File: src/rtl/tmds_channel_decoder.sv
// tmds_channel_decoder: receive side of one TMDS lane.
// Finds the 10-bit word boundary by locking onto blanking-interval control
// token runs, then decodes each aligned word to a pixel byte or control value.
// Optional build macro: TMDS_DEC_STATS_EN enables the 16-bit lock-loss counter
// on lock_loss_o; without it the port is tied to zero.
module tmds_channel_decoder #(
  parameter int C_TOKEN_RUN = 8,
  parameter int C_LOCK_RUNS = 4,
  parameter int C_WINDOW    = 4096
) (
  input  logic        clk_pixel,
  input  logic        rst_n,
  input  logic [9:0]  raw_i,
  output logic [7:0]  data_o,
  output logic [1:0]  c_o,
  output logic        de_o,
  output logic        locked_o,
  output logic [3:0]  offset_o,
  output logic [15:0] lock_loss_o
);

  localparam int W_WIN = $clog2(C_WINDOW);
  localparam int W_TOK = $clog2(C_TOKEN_RUN + 1);
  localparam int W_RUN = $clog2(C_LOCK_RUNS + 1);
  localparam logic [W_WIN-1:0] C_WIN_LAST  = W_WIN'(C_WINDOW - 1);
  localparam logic [W_TOK-1:0] C_TOK_LAST  = W_TOK'(C_TOKEN_RUN - 1);
  localparam logic [W_TOK-1:0] C_TOK_FULL  = W_TOK'(C_TOKEN_RUN);
  localparam logic [W_RUN-1:0] C_RUNS_LOCK = W_RUN'(C_LOCK_RUNS);

  typedef enum logic [1:0] {ST_SEARCH, ST_VERIFY, ST_LOCKED} state_t;

  state_t             r_state, w_state_next;
  logic [9:0]         r_raw_q1, r_raw_q2, r_aligned;
  logic [3:0]         r_offset, w_offset_next;
  logic [W_TOK-1:0]   r_tok_run, w_tok_run_next;
  logic [W_WIN-1:0]   r_win_cnt, w_win_cnt_next;
  logic [W_RUN-1:0]   r_runs, w_runs_next, w_runs_inc;
  logic [7:0]         r_data;
  logic [1:0]         r_c;
  logic               r_de;

  logic [19:0]        w_cat;
  logic [9:0]         w_cand [10];
  logic [9:0]         w_aligned;
  logic               w_is_tok;
  logic [1:0]         w_tok_c;
  logic [7:0]         w_b, w_dec;
  logic               w_run_evt, w_expire, w_off_chg;

  // Stage 1: current and previous raw words (previous word holds the earlier bits)
  always_ff @(posedge clk_pixel or negedge rst_n) begin
    if (!rst_n) begin
      r_raw_q1 <= '0;
      r_raw_q2 <= '0;
    end else begin
      r_raw_q1 <= raw_i;
      r_raw_q2 <= r_raw_q1;
    end
  end

  assign w_cat = {r_raw_q1, r_raw_q2};

  genvar gi;
  generate
    for (gi = 0; gi < 10; gi++) begin : g_cand
      assign w_cand[gi] = w_cat[gi+9:gi];
    end
  endgenerate

  // Bit-slip mux: pick the 10-bit window starting at the current offset
  always_comb begin
    w_aligned = w_cand[0];
    for (int i = 1; i < 10; i++) begin
      if (r_offset == 4'(i)) w_aligned = w_cand[i];
    end
  end

  // Stage 2: aligned word register
  always_ff @(posedge clk_pixel or negedge rst_n) begin
    if (!rst_n) r_aligned <= '0;
    else        r_aligned <= w_aligned;
  end

  // Control token recognition on the stage-2 word
  always_comb begin
    w_is_tok = 1'b1;
    w_tok_c  = 2'b00;
    case (r_aligned)
      10'h354: w_tok_c = 2'b00;
      10'h0AB: w_tok_c = 2'b01;
      10'h154: w_tok_c = 2'b10;
      10'h2AB: w_tok_c = 2'b11;
      default: w_is_tok = 1'b0;
    endcase
  end

  // Data decode: undo optional inversion, then undo XOR/XNOR chaining
  assign w_b      = r_aligned[9] ? ~r_aligned[7:0] : r_aligned[7:0];
  assign w_dec[0] = w_b[0];
  generate
    for (gi = 1; gi < 8; gi++) begin : g_dec
      assign w_dec[gi] = r_aligned[8] ? (w_b[gi] ^ w_b[gi-1]) : ~(w_b[gi] ^ w_b[gi-1]);
    end
  endgenerate

  // Stage 3: decoded outputs; c holds the last token value across data
  always_ff @(posedge clk_pixel or negedge rst_n) begin
    if (!rst_n) begin
      r_data <= '0;
      r_c    <= '0;
      r_de   <= 1'b0;
    end else begin
      r_data <= w_dec;
      r_de   <= ~w_is_tok;
      if (w_is_tok) r_c <= w_tok_c;
    end
  end

  assign w_run_evt  = w_is_tok && (r_tok_run == C_TOK_LAST);
  assign w_expire   = (r_win_cnt == C_WIN_LAST);
  assign w_runs_inc = r_runs + 1'b1;

  // Alignment FSM next state; a run event always takes priority over expiry
  always_comb begin
    w_state_next = r_state;
    w_runs_next  = r_runs;
    w_off_chg    = 1'b0;
    case (r_state)
      ST_SEARCH: begin
        if (w_run_evt) begin
          w_state_next = ST_VERIFY;
          w_runs_next  = W_RUN'(1);
        end else if (w_expire) begin
          w_off_chg = 1'b1;
        end
      end
      ST_VERIFY: begin
        if (w_run_evt) begin
          w_runs_next = w_runs_inc;
          if (w_runs_inc >= C_RUNS_LOCK) w_state_next = ST_LOCKED;
        end else if (w_expire) begin
          w_state_next = ST_SEARCH;
          w_runs_next  = '0;
          w_off_chg    = 1'b1;
        end
      end
      ST_LOCKED: begin
        if (!w_run_evt && w_expire) begin
          w_state_next = ST_SEARCH;
          w_runs_next  = '0;
          w_off_chg    = 1'b1;
        end
      end
      default: w_state_next = ST_SEARCH;
    endcase

    w_offset_next = r_offset;
    if (w_off_chg) w_offset_next = (r_offset == 4'd9) ? 4'd0 : r_offset + 4'd1;

    if (w_off_chg)     w_tok_run_next = '0;
    else if (w_is_tok) w_tok_run_next = (r_tok_run == C_TOK_FULL) ? r_tok_run : r_tok_run + 1'b1;
    else               w_tok_run_next = '0;

    if (w_run_evt || w_off_chg) w_win_cnt_next = '0;
    else                        w_win_cnt_next = r_win_cnt + 1'b1;
  end

  // Alignment FSM state and counters
  always_ff @(posedge clk_pixel or negedge rst_n) begin
    if (!rst_n) begin
      r_state   <= ST_SEARCH;
      r_offset  <= '0;
      r_tok_run <= '0;
      r_win_cnt <= '0;
      r_runs    <= '0;
    end else begin
      r_state   <= w_state_next;
      r_offset  <= w_offset_next;
      r_tok_run <= w_tok_run_next;
      r_win_cnt <= w_win_cnt_next;
      r_runs    <= w_runs_next;
    end
  end

`ifdef TMDS_DEC_STATS_EN
  logic [15:0] r_lock_loss;

  // Count LOCKED->SEARCH transitions, saturating
  always_ff @(posedge clk_pixel or negedge rst_n) begin
    if (!rst_n) begin
      r_lock_loss <= '0;
    end else if (r_state == ST_LOCKED && w_state_next == ST_SEARCH && r_lock_loss != 16'hFFFF) begin
      r_lock_loss <= r_lock_loss + 16'd1;
    end
  end

  assign lock_loss_o = r_lock_loss;
`else
  assign lock_loss_o = '0;
`endif

  assign data_o   = r_data;
  assign c_o      = r_c;
  assign de_o     = r_de;
  assign locked_o = (r_state == ST_LOCKED);
  assign offset_o = r_offset;

endmodule

File: config.mk
export PLATFORM = sky130hd
export DESIGN_NAME = tmds_channel_decoder
export DESIGN_NICKNAME = d
export VERILOG_FILES = /design/src/rtl/tmds_channel_decoder.sv
export SDC_FILE = /design/constraint.sdc
export NUM_CORES = 1
export LEC_CHECK = 0
export BUFFER_PORTS_ARGS = -buffer_cell sky130_fd_sc_hd__buf_4
export CAP_MARGIN = 0
export CORE_UTILIZATION = 35
export CTS_BUF_LIST = sky130_fd_sc_hd__clkbuf_8
export CTS_CLUSTER_DIAMETER = 30
export DETAILED_ROUTE_END_ITERATION = 10
export GPL_TIMING_DRIVEN = 0
export PLACE_DENSITY = 0.53
export SLEW_MARGIN = 20
export SYNTH_ARGS = -nofsm -noshare
export SYNTH_HDL_FRONTEND = slang
export SYNTH_SLANG_ARGS = --single-unit
export TNS_END_PERCENT = 5
File: constraint.sdc
create_clock -name clk_pixel -period 6.15 [get_ports clk_pixel]
set_clock_uncertainty 0.15 [all_clocks]
set_input_delay 1.23 -clock clk_pixel [delete_from_list [all_inputs] [get_ports clk_pixel]]
set_output_delay 1.23 -clock clk_pixel [all_outputs]
set_load 0.01 [all_outputs]
==> results of run 1 <==
==> per-stage QoR <==
step	utilization, %	hold WS (ns)	setup slack (ns)	total power, uW	cell area (sq um)
2_1_floorplan	-	0.1812	4.054	515.4	3954
5_1_grt	41.85	0.2164	3.450	963.4	4537
3_5_place_dp	39.96	0.1864	3.888	555.3	4332
3_3_place_gp	39.96	0.1821	3.822	555.0	4332
4_1_cts	41.85	0.2023	3.515	933.3	4537
6_report	41.85	0.2025	3.534	918.5	4537
==> logic make-up (layout without fill, tap and decap cells) <==
| kind of cell | Yosys count | after routing |
|---|---|---|
| AOI/OAI and AO/OA | 127 | 127 |
| DFF | 66 | 66 |
| xor gates and xnor gates | 23 | 23 |
| and+or+nand+nor | 142 | 142 |
| other | 1 | 16 |
| adders and majority gates | 8 | 8 |
| buffers and inverters | 54 | 97 |
| muxes | 8 | 8 |
==> area by class of cell <==
type / count / area, sq um
multi-input cells: 324 / 2018
inverters: 10 / 37.54
fillers: 1089 / 6304
well taps: 140 / 175.2
clock buffers: 11 / 151.4
flip-flops and latches: 66 / 1652
repair buffers: 27 / 202.7
clock inverters: 5 / 53.80
plain buffers: 44 / 246.5
==> worst paths after layout <==
path                                 to         from  slack, ns
min in group asynchronous   offset_o[3]        rst_n       0.83
hold reg to reg             r_raw_q2[9]  r_raw_q1[9]       0.20
setup reg to reg           r_aligned[1]  offset_o[0]       3.82
hold / removal              r_raw_q2[9]  r_raw_q1[9]       0.20
max in group asynchronous   r_raw_q1[2]        rst_n       4.48
setup / recovery               locked_o   r_state[0]       3.53
==> state kept, by name, indices dropped and copies added, names as in the netlist, 3 cells and up <==
register   count
r_win_cnt     12
r_aligned     10
r_raw_q1      10
r_raw_q2      10
data_o         8
offset_o       4
r_tok_run      4
r_runs         3
==> critical path, delay by kind of cell, from the launching register on <==
kind / cells / cell delay [ns]
buffers and inverters: 2 / 0.25
DFF: 1 / 0.40
adders and majority gates: 1 / 0.25
==> layer usage <==
layer / wire, um / part of all wire (%) / up-vias / GRT usage, %
met5: 0 / 0 / - / 0
met4: 405 / 4.0 / 0 / 11.06
met3: 822 / 8.2 / 33 / 4.540
met2: 4428 / 44 / 193 / 27.11
met1: 4414 / 44 / 1616 / 24.21
li1: - / - / 1625 / -
==> cell usage after synthesis (4+ instances only) <==
| cell | n | area [sq um] |
|---|---|---|
| and3_1 | 4 | 25.02 |
| xnor2_1 | 12 | 105.1 |
| ha_1 | 8 | 100.1 |
| nand3_1 | 13 | 65.06 |
| o21bai_1 | 4 | 30.03 |
| a32oi_1 | 4 | 35.03 |
| o221ai_1 | 11 | 96.34 |
| nand2b_1 | 8 | 50.05 |
| dfrtp_1 | 66 | 1652 |
| nand2_1 | 31 | 116.4 |
| and3b_1 | 4 | 35.03 |
| o22ai_1 | 6 | 37.54 |
| buf_2 | 8 | 40.04 |
| inv_1 | 9 | 33.78 |
| nor2b_1 | 7 | 43.79 |
| xor2_1 | 11 | 96.34 |
| nor3_1 | 8 | 40.04 |
| a221oi_1 | 5 | 43.79 |
| o21ai_0 | 35 | 175.2 |
| nor2_1 | 41 | 153.9 |
| nand4_1 | 4 | 25.02 |
| buf_4 | 17 | 127.6 |
| clkbuf_1 | 16 | 60.06 |
| a21oi_1 | 35 | 175.2 |
| and2_1 | 5 | 31.28 |
==> power by group through the flow <==
stage               Combinational [uW]  Sequential, uW  Clock [uW]
floorplan                         38.2             477           0
global placement                  77.2             478           0
detailed placement                77.4             478           0
CTS                               77.5             469         386
global route                      85.5             472         406
finish                            77.1             470         372
==> qor.csv, run 1 <==
metric;value;unit
hold_buf cts;0;
detailed router's first-iteration violation count;416;
Max H-tree Level;3;
Synthesis Warnings;0;
CP Max Fanout;5;
crit-path cells;inv_1 > ha_1 > buf_4;
area growth from synthesis to layout;16.40;%
main flop type after synthesis;dfrtp_1;
Comb pwr share;8.4;%
P_sw;221.3;uW
Ant. Diodes;0;
most frequent cells in the layout;66 x dfrtp_1, 44 x buf_4, 41 x nor2_1;
Arr. time, crit path;1.24;ns
share of layout cells above drive strength 1;17.04;%
register clock-pin slew on the reported worst setup and hold paths;0.07;ns
main combinational cell family by area after synthesis;compound AO/OA/AOI/OAI gates;
Synth Area in Compound Gates;21.12;%
slowest cell delay on critical path;0.40;ns
clk_lat worst skew;0.34;ns
Max clock buf depth;2;
WL/cell;16.06;um
vias in the first global route;3111;
minimum clock period after layout;2.616;ns
Final Wtd Congestion;0.9202;
Worst VDD drop;159.6;uV
Worst Setup End Kind;primary output;
Power Density;202.5;nW/um^2
synthesized cell area;3897;sq um
Slew @ Worst Pin;0.8149;ns
WP data required;4.77;ns
Post-Synth Simple-Gate Area;18.84;%
Initial Util;35.95;%
gr ovfl total;0;
mux contribution to synthesized area;2.536;%
Die ar.;11560;sq um
final setup violation count;0;
final max-slew violation count;0;
max-cap violations;0;
Routed Antenna Nets;0;
Root Buffer Master;clkbuf_8;
first-pass GRT wire length;16190;um
TNS Setup;0;ns
Switching Fraction;24.09;%
Max Fclk;0.3822;GHz
worst min path class;register to register;
ys async rst share;100.0;%
Setup crit start kind;register;
synthesized flop and latch total;66;
CP Class;register to primary output;
Sink Count;66;
Synth Area in XOR/XNOR;5.169;%
CP max-delay cell;dfrtp_1;
status;complete, no violations;
Post-synth EDFFs;0;
Mapped Avg Cell Area;9.085;sq um
TritonCTS clock tree;done;
Row Count;38;
core area;10840;sq um
Global Route Usage Sum;18.39;%
Layout Nets;502;
hold path depth;0;
sequential power share;51.2;%
Int Power;697.2;uW
Die Y;107.5;um
cell count after synthesis;429;
num ports;44;
initial antenna violation count;0;
total CTS buffers;9;
Finished Layout Cells;627;
post-cts gate resize count;0;
Pre-antenna DRT Iters;5;
count of final hold-check violations;0;
Port-buffer cells;27;
Die X;107.5;um
Synth Area in Adders;2.568;%
RSZ-0062 raised after global routing;false;
Final Cycle Share;42.54;%
placed insts;611;
drt via density;5.530;
pin count of the biggest net entering global routing;67;
drt drc;0;
worst r2r path cells;6;
Post-CTS Setup Inserts;0;
register area share after synthesis;42.38;%
commonest non-fill, non-tap cell in the layout;dfrtp_1;
library cells used by synthesis;65;
LEAKAGE;0.001966;uW
routed wire length;10070;um
clock network power share;40.5;%
hpwl dp;7089;um
routed vias;3467;
relative slew slack;45.67;%
(Power assumes the default switching activity.)
==> inputs of run 2 (changes only) <==
- PLACE_DENSITY: 0.53 -> 0.55
- clock period: 6.15 -> 2.4 ns (I/O delays scaled with it)
==> qor.csv, run 2 (synthesized netlist as in run 1, its figures left out) <==
metric;value;unit;change
relative slew slack;46.47;%;+0.80 points
Worst Path Buf+Inv;3;;+1
Arr. time, crit path;2.35;ns;+1.11 ns
most frequent cells in the layout;66 x dfrtp_1, 44 x buf_4, 41 x nor2_1;;
sequential power share;49.3;%;-1.9 points
Initial Util;35.95;%;unchanged
Die ar.;11560;sq um;unchanged
max reg flops;12;;unchanged
Int Power;1870;uW;+170%
CP Class;register to register;;
Worst Setup End Kind;register;;
initial antenna violation count;0;;unchanged
pin count of the biggest net entering global routing;67;;unchanged
TritonCTS clock tree;done;;
Routed Antenna Nets;0;;unchanged
Global Route Usage Sum;19.02;%;+0.63 points
Layout Nets;502;;unchanged
CP max-delay cell;clkbuf_1;;
share of layout cells above drive strength 1;18.07;%;+1.0 points
Switching Fraction;23.49;%;-0.60 points
kind of cell adding the most delay to the critical path;buffers and inverters;;
final max-slew violation count;0;;unchanged
R2R Setup Slk;0.12;ns;-3.70 ns
met3 Usage GRT;3.814;%;-0.73 points
register clock-pin slew on the reported worst setup and hold paths;0.08;ns;about the same
Row Count;38;;unchanged
detailed router's first-iteration violation count;344;;-17%
Setup crit start kind;register;;
vias in the first global route;3192;;+2.6%
Root Buffer Master;clkbuf_8;;
CP Max Fanout;10;;+5
RSZ-0062 raised after global routing;true;;
Reg-to-Reg End;r_aligned[7];;
Sink Count;66;;unchanged
core area;10840;sq um;unchanged
post-layout util;42.17;%;+0.32 points
Max H-tree Level;3;;unchanged
Hold Slack;0.08410;ns;-0.1184 ns
num ports;44;;unchanged
worst r2r path cells;5;;-1
commonest non-fill, non-tap cell in the layout;dfrtp_1;;
Ant. Diodes;0;;unchanged
P_sw;574.1;uW;+160%
critical path's most frequent cell;clkbuf_1;;
Max clock buf depth;2;;unchanged
Final Cycle Share;94.81;%;
count of final hold-check violations;0;;unchanged
met2 Use GR;29.81;%;+2.7 points
GR met1 Demand/Resource;25.21;%;+1.0 points
Die Y;107.5;um;unchanged
Reg with most FFs;r_win_cnt;;
status;complete, no violations;;
Power Density;534.7;nW/um^2;+160%
Port-buffer cells;27;;unchanged
Slew @ Worst Pin;0.8029;ns;-0.01203 ns
Pre-antenna DRT Iters;5;;unchanged
drt via density;5.456;;-1.3%
clock network power share;42.6;%;+2.1 points
clk_lat worst skew;0.33;ns;about the same
first-pass GRT wire length;16690;um;+3.1%
post-cts gate resize count;0;;unchanged
LEAKAGE;0.001988;uW;+1.1%
Finished Layout Cells;627;;unchanged
Comb pwr share;8.1;%;-0.3 points
hpwl dp;7414;um;+4.6%
drt drc;0;;unchanged
GR peak layer;met2;;
Die X;107.5;um;unchanged
placed insts;611;;unchanged
crit-path cells;buf_2 > clkbuf_1 > clkbuf_1 > o221ai_1 > a32oi_1;;
Post-CTS Setup Inserts;0;;unchanged
area growth from synthesis to layout;17.30;%;
worst min path class;primary input to async pin;;
Worst R2R Start;offset_o[1];;
hold_buf cts;0;;unchanged
Max Fclk;0.4395;GHz;
total CTS buffers;9;;unchanged
WP data required;2.48;ns;-2.29 ns
max-cap violations;0;;unchanged
total chip power;2444;uW;+170%
routed vias;3421;;-1.3%
minimum clock period after layout;2.275;ns;
TNS Setup;0;ns;unchanged
final setup violation count;0;;unchanged
gr ovfl total;0;;unchanged
Worst VDD drop;275.1;uV;+72%
Final Wtd Congestion;0.8906;;-3.2%
WL/cell;16.64;um;+3.6%
slowest cell delay on critical path;0.44;ns;+0.04 ns
routed wire length;10440;um;+3.6%
-- run 2: power groups by stage --
| stage | clock network [uW] | logic [uW] | registers, uW |
|---|---|---|---|
| final | 1040 | 197 | 1200 |
| after global placement | 0 | 198 | 1220 |
| after floorplan | 0 | 97.8 | 1220 |
| after detailed placement | 0 | 198 | 1230 |
| after CTS | 1090 | 199 | 1200 |
| after global routing | 1130 | 222 | 1210 |
-- run 2: stage by stage --
step                worst slack [ns]  instance area [sq um]
floorplan                     0.4707                   3954
global placement             0.04208                   4332
detailed placement           0.09839                   4332
CTS                          0.07829                   4559
global route                -0.01185                   4572
finish                        0.1247                   4572
-- run 2: worst max path at each step --
| stage | from | end | slack [ns] | depth (start not counted) |
|---|---|---|---|---|
| floorplan | r_aligned[6] | r_runs[0] | 0.47 | 7 |
| global placement | offset_o[0] | r_aligned[1] | 0.04 | 8 |
| detailed placement | offset_o[0] | r_aligned[1] | 0.1 | 8 |
| CTS | offset_o[0] | r_aligned[1] | 0.08 | 8 |
| global route | offset_o[0] | offset_o[3] | -0.01 | 6 |
| finish | offset_o[1] | r_aligned[7] | 0.12 | 5 |
-- run 2: cell type report --
class	instances	area, sq um
clock inverters	6	90.09
repair buffers	27	202.7
inverters	10	37.54
plain buffers	44	254.0
fillers	1099	6269
well taps	140	175.2
multi-input cells	324	2023
flip-flops and latches	66	1652
clock buffers	10	137.6
-- run 2: worst reg2reg max path, stage by stage, from the launching register on --
cell      delay, ns
dfrtp_1        0.42
buf_2          0.25
clkbuf_1       0.38
clkbuf_1       0.44
o221ai_1       0.21
a32oi_1        0.32
-- run 2: routing by layer --
metal	vias up	wire length, um
li1	1613	-
met1	1636	4622
met2	155	4839
met3	17	728
met4	0	246
met5	-	0
